===== config.mk =====
export PLATFORM = sky130hd
export DESIGN_NAME = lut_neuron_loader
export DESIGN_NICKNAME = d
export VERILOG_FILES = /design/src/rtl/lut_cfg_pkg.sv /design/src/rtl/lut_dist_ram.sv /design/src/rtl/lut_neuron_loader.sv
export SDC_FILE = /design/constraint.sdc
export NUM_CORES = 1
export LEC_CHECK = 0
export CAP_MARGIN = 10
export CORE_ASPECT_RATIO = 1.5
export CORE_MARGIN = 2
export CORE_UTILIZATION = 50
export DETAILED_ROUTE_END_ITERATION = 8
export PLACE_DENSITY_LB_ADDON = 0.12
export SYNTH_ARGS = -nofsm -noshare
export SYNTH_HDL_FRONTEND = slang
export SYNTH_SLANG_ARGS = --single-unit

===== constraint.sdc =====
create_clock -name clk -period 2.5 [get_ports clk]
set_input_delay 0.375 -clock clk [delete_from_list [all_inputs] [get_ports clk]]
set_output_delay 0.375 -clock clk [all_outputs]
set_load 0.05 [all_outputs]

===== src/rtl/lut_cfg_pkg.sv =====
// lut_cfg_pkg: shared FSM states, geometry helpers and host entry-packing convention
package lut_cfg_pkg;
  typedef enum logic [1:0] {EMPTY, LOAD, READY} state_t;
  function automatic int epw(input int word_w, input int out_bits);
    return word_w / out_bits;
  endfunction
  function automatic int beats(input int in_bits, input int word_w, input int out_bits);
    return (2 ** in_bits) / epw(word_w, out_bits);
  endfunction
  function automatic int cnt_w(input int n_beats);
    return n_beats > 1 ? $clog2(n_beats) : 1;
  endfunction
  function automatic int entry_lsb(input int e, input int out_bits);
    return e * out_bits;
  endfunction
endpackage


===== src/rtl/lut_dist_ram.sv =====
// lut_dist_ram: distributed truth-table RAM, beat-wide write port, registered read port
module lut_dist_ram
  import lut_cfg_pkg::*;
#(
  parameter int IN_BITS  = 6,
  parameter int OUT_BITS = 1,
  parameter int EPW      = 8,
  parameter int BW       = 3
) (
  input  logic                    clk,
  input  logic                    rst,
  input  logic                    we,
  input  logic [BW-1:0]           wbeat,
  input  logic [EPW*OUT_BITS-1:0] wdata,
  input  logic                    re,
  input  logic [IN_BITS-1:0]      raddr,
  output logic [OUT_BITS-1:0]     rdata
);
  (* ram_style = "distributed" *) logic [OUT_BITS-1:0] mem [2**IN_BITS];
  // write all entries of one beat; table contents survive reset
  always_ff @(posedge clk) begin
    if (we)
      for (int e = 0; e < EPW; e++)
        mem[IN_BITS'(int'(wbeat) * EPW + e)] <= wdata[entry_lsb(e, OUT_BITS) +: OUT_BITS];
  end
  // registered lookup; nonblocking write above gives read-before-write
  always_ff @(posedge clk) begin
    if (rst) rdata <= '0;
    else if (re) rdata <= mem[raddr];
  end
endmodule


===== src/rtl/lut_neuron_loader.sv =====
// lut_neuron_loader: streams a truth table from the config bus and serves lookups from it
module lut_neuron_loader
  import lut_cfg_pkg::*;
#(
  parameter int IN_BITS  = 6,
  parameter int OUT_BITS = 1,
  parameter int WORD_W   = 8
) (
  input  logic                clk,
  input  logic                rst,
  input  logic                cfg_valid,
  output logic                cfg_ready,
  input  logic [WORD_W-1:0]   cfg_data,
  input  logic                cfg_last,
  input  logic                in_valid,
  output logic                in_ready,
  input  logic [IN_BITS-1:0]  in_data,
  output logic                out_valid,
  output logic [OUT_BITS-1:0] out_data,
  output logic                tbl_valid,
  output logic                load_err
);
  localparam int EPW   = epw(WORD_W, OUT_BITS);
  localparam int BEATS = beats(IN_BITS, WORD_W, OUT_BITS);
  localparam int CW    = cnt_w(BEATS);
  state_t state, state_n;
  logic [CW-1:0] cnt, beat;
  logic cfg_acc, in_acc, final_beat, done, bad;
  assign beat       = state == LOAD ? cnt : '0;
  assign final_beat = beat == CW'(BEATS - 1);
  assign cfg_acc    = cfg_valid && cfg_ready;
  assign in_acc     = in_valid && in_ready;
  assign done       = cfg_acc && cfg_last && final_beat;
  assign bad        = cfg_acc && (cfg_last != final_beat);
  // state register
  always_ff @(posedge clk) begin
    if (rst) state <= EMPTY;
    else state <= state_n;
  end
  // any accepted beat leads into LOAD unless it completes or breaks the load
  always_comb begin
    state_n = !cfg_acc ? state : done ? READY : bad ? EMPTY : LOAD;
  end
  // lookups only against a complete table
  always_comb begin
    in_ready  = state == READY;
    tbl_valid = state == READY;
  end
  // beat counter restarts after every completed or aborted load
  always_ff @(posedge clk) begin
    if (rst) cnt <= '0;
    else if (cfg_acc) cnt <= (done || bad) ? '0 : beat + CW'(1);
  end
  // sticky error, cleared by the first beat of the next load
  always_ff @(posedge clk) begin
    if (rst) load_err <= 1'b0;
    else if (bad) load_err <= 1'b1;
    else if (cfg_acc && state != LOAD) load_err <= 1'b0;
  end
  // config port held off during reset, always open afterwards
  always_ff @(posedge clk) begin
    if (rst) cfg_ready <= 1'b0;
    else cfg_ready <= 1'b1;
  end
  // one-cycle result strobe following each lookup handshake
  always_ff @(posedge clk) begin
    if (rst) out_valid <= 1'b0;
    else out_valid <= in_acc;
  end
  lut_dist_ram #(.IN_BITS(IN_BITS), .OUT_BITS(OUT_BITS), .EPW(EPW), .BW(CW)) u_ram (
    .clk(clk), .rst(rst), .we(cfg_acc), .wbeat(beat), .wdata(cfg_data),
    .re(in_acc), .raddr(in_data), .rdata(out_data)
  );
endmodule


==> reports/metrics.csv <==
metric,value,unit
status,completed,
setup violators final,0,
vias in the first global route,1684,
Placer Congestion,0.716,
RSZ-0062 raised after global routing,false,
Non-Filler Instances,279,
critical path's slowest cell,clkdlybuf4s50_1,
pins over their slew limit,0,
"CP delay by family, top",buffers and inverters,
initial antenna violation count,0,
DP Area,3330,µm²
P per Cell Area,638,nW/µm²
CP max stage delay,0.89,ns
Clock Tree Root,clkbuf_8,
post-CTS setup buffers,0,
Layout area overhead,17.9,%
crit share post-route,93.0,%
Port Buffers,24,
post-synth top area share,65.1,%
CTS Buffer Depth,2,
grt total ovfl,0,
leading post-synthesis cells by cell area,"edfxtp_1, mux4_1, dfxtp_1",
Lkg Pwr,1.22,nW
layout cell share with drive strength beyond 1,16.4,%
Yosys top cell by area,edfxtp_1,
diode count,0,
Initial Utilization,51.4,%
internal cell power,0.00176,W
WL/cell,19.9,µm
Fillers,417,
Worst-Skew Late Latency,0.33,ns
clock edge transition at the registers on the reported setup and hold paths,0.07,ns
sequential area share after synthesis,71.2,%
critical path class,flop to output port,
maximum VDD drop,0.552,mV
largest net degree at the start of global routing,17,
top-level I/O count,25,
critical-path maximum fanout,4,
Nets,223,
Synth warnings,0,
Core Region,5740,µm²
pre-CTS setup slack,-0.0933,ns
Logic pwr share,6.4,%
Hold Path Cell Cnt,2,
leading register cell type out of synthesis,edfxtp_1,
clk_skew,0.00599,ns
"Data required, critical path",2.12,ns
"FFs w/ async S/R, synth",0,%
Vias/cell,5.80,
Slew HR,66.4,%
Sw Pwr,0.000463,W
post-synthesis cell type count,33,
Hold WC Path Type,flop to flop,
die outline height,98.1,µm
Clk pwr share,33.4,%
Seq pwr share,60.2,%
first-pass GRT wire length,8.33,mm
final instance area,3480,µm²
CTS tree,built,
"FF+latch count, synth",73,
Residual DRC,0,
Hold Fails Final Rpt,0,
CTS Sinks,73,
Post-Syn Instances,162,
TritonCTS buffer count,9,
critical path depth,2,
crit path capture type,output port,
Post-CTS Hold Buffers,0,
drt initial violations,72,
vias,1617,
# Max-Cap Violations,0,
switching fraction of total power,20.8,%
DP HPWL,3.97,mm
GRT Resource Usage Total,18.6,%
fin util,60.7,%
Total Routed Length,5.57,mm
"EDFF count, synth",64,
Die W,66.8,µm
actual slew at the worst max-slew pin,0.503,ns
Site Rows,34,
final worst slack,0.175,ns
Pre-antenna DRT Iters,4,
CP Cell Sequence,"nor2b_1, clkdlybuf4s50_1",
Worst Path Buf+Inv,1,
Worst EP arrival,1.95,ns
Mapped Nets,183,
startpoint types,flop,
post-layout min period,2.33,ns
mapped cell area,2950,µm²
syn avg cell area,18.2,µm²
H-Tree Depth,3,
R2R cell count,8,
Die ar.,6550,µm²
Max Clock Freq,0.430,GHz
Final ANT Viol Nets,0,
Post-CTS Resized,0,
placed cells,263,
[kinds of logic (layout without fill, tap and decap cells)]
| family | Yosys count | after routing | synth area share [%] |
|---|---|---|---|
| AND/OR/NAND/NOR | 34 | 34 | 5.55 |
| multiplexers | 25 | 25 | 15.6 |
| flip-flops | 73 | 73 | 71.2 |
| AO/OA/AOI/OAI | 14 | 14 | 3.68 |
| XOR/XNOR | 1 | 1 | 0.297 |
| buffers and inverters | 13 | 58 | 2.84 |
| adder cells (fa/ha/maj) | 2 | 2 | 0.847 |
[metal layers]
| layer | share of wire [%] | vias up | global-route usage, % |
|---|---|---|---|
| met1 | 39 | 811 | 21.2 |
| li1 | - | 738 | - |
| met5 | 0 | - | 0 |
| met3 | 5.3 | 14 | 4.95 |
| met4 | 2.6 | 0 | 9.73 |
| met2 | 53 | 54 | 31.2 |
[Yosys cell counts (all sizes together) (3+ instances only)]
cell type and instances:
inv 6, a22oi 3, a2111oi 3, nand2 6, nor2b 3, buf 6, mux4 14, mux2i 9
nor4 3, nand3 4, a21oi 3, nor2 10, edfxtp 64, nor3 3, dfxtp 9
[power by group through the flow]
| stage | Clock, W | Sequential (W) | Combinational (W) |
|---|---|---|---|
| 2_1_floorplan | 0 | 0.00137 | 0.0000705 |
| 3_3_place_gp | 0 | 0.00136 | 0.000141 |
| 3_5_place_dp | 0 | 0.00136 | 0.000144 |
| 4_1_cts | 0.000768 | 0.00134 | 0.000145 |
| 5_1_grt | 0.000814 | 0.00134 | 0.000154 |
| 6_report | 0.000742 | 0.00134 | 0.000143 |
[placed cells by master, fill, tap and decap left out, types with 4 or more instances in the layout]
cell type	instances
nor2_1	10
nand2_1	6
mux4_2	5
clkbuf_8	9
dfxtp_1	9
nand3_1	4
mux4_1	9
buf_4	11
inv_1	6
edfxtp_1	64
clkdlybuf4s50_1	24
mux2i_1	9
[layout make-up]
class | count | area (µm²) | area share [%]
Multi-Input combinational cell | 76 | 768 | 22.1
Clock buffer | 12 | 135 | 3.88
Inverter | 6 | 22.5 | 0.647
Clock inverter | 4 | 22.5 | 0.647
Sequential cell | 73 | 2100 | 60.3
Tap cell | 72 | 90.1 | 2.59
Timing Repair Buffer | 36 | 343 | 9.84
[sequential cells by signal, summed over array words and instances (netlist names)]
| name | flops |
|---|---|
| state | 2 |
| out_valid | 1 |
| u_ram.rdata | 1 |
| u_ram.mem | 64 |
| cfg_ready | 1 |
| cnt | 3 |
| load_err | 1 |
[final timing paths]
check / start / endpoint / slack [ns]
setup / recovery: state[1] / in_ready / 0.17
setup reg to reg: state[0] / cnt[1] / 0.50
hold reg to reg: state[1] / state[1] / 0.47
hold / removal: state[1] / state[1] / 0.47
[per-stage QoR]
step / setup TNS, ns / hold WS [ns] / total power (W)
final: 0 / 0.474 / 0.00222
after global routing: 0 / 0.496 / 0.00231
after CTS: 0 / 0.477 / 0.00225
after detailed placement: -0.0933 / 0.467 / 0.00151
after global placement: -0.0413 / 0.451 / 0.00150
after floorplan: 0 / 0.435 / 0.00144
[worst register-to-register path, cell delays in order, from the launching register on]
cell	delay, ns
dfxtp_1	0.32
nor2b_1	0.17
nand2_1	0.18
inv_1	0.13
ha_1	0.21
ha_1	0.24
nor3_1	0.43
a22oi_1	0.13
nor2_1	0.12
No activity file was read; power rests on OpenSTA's default activity.
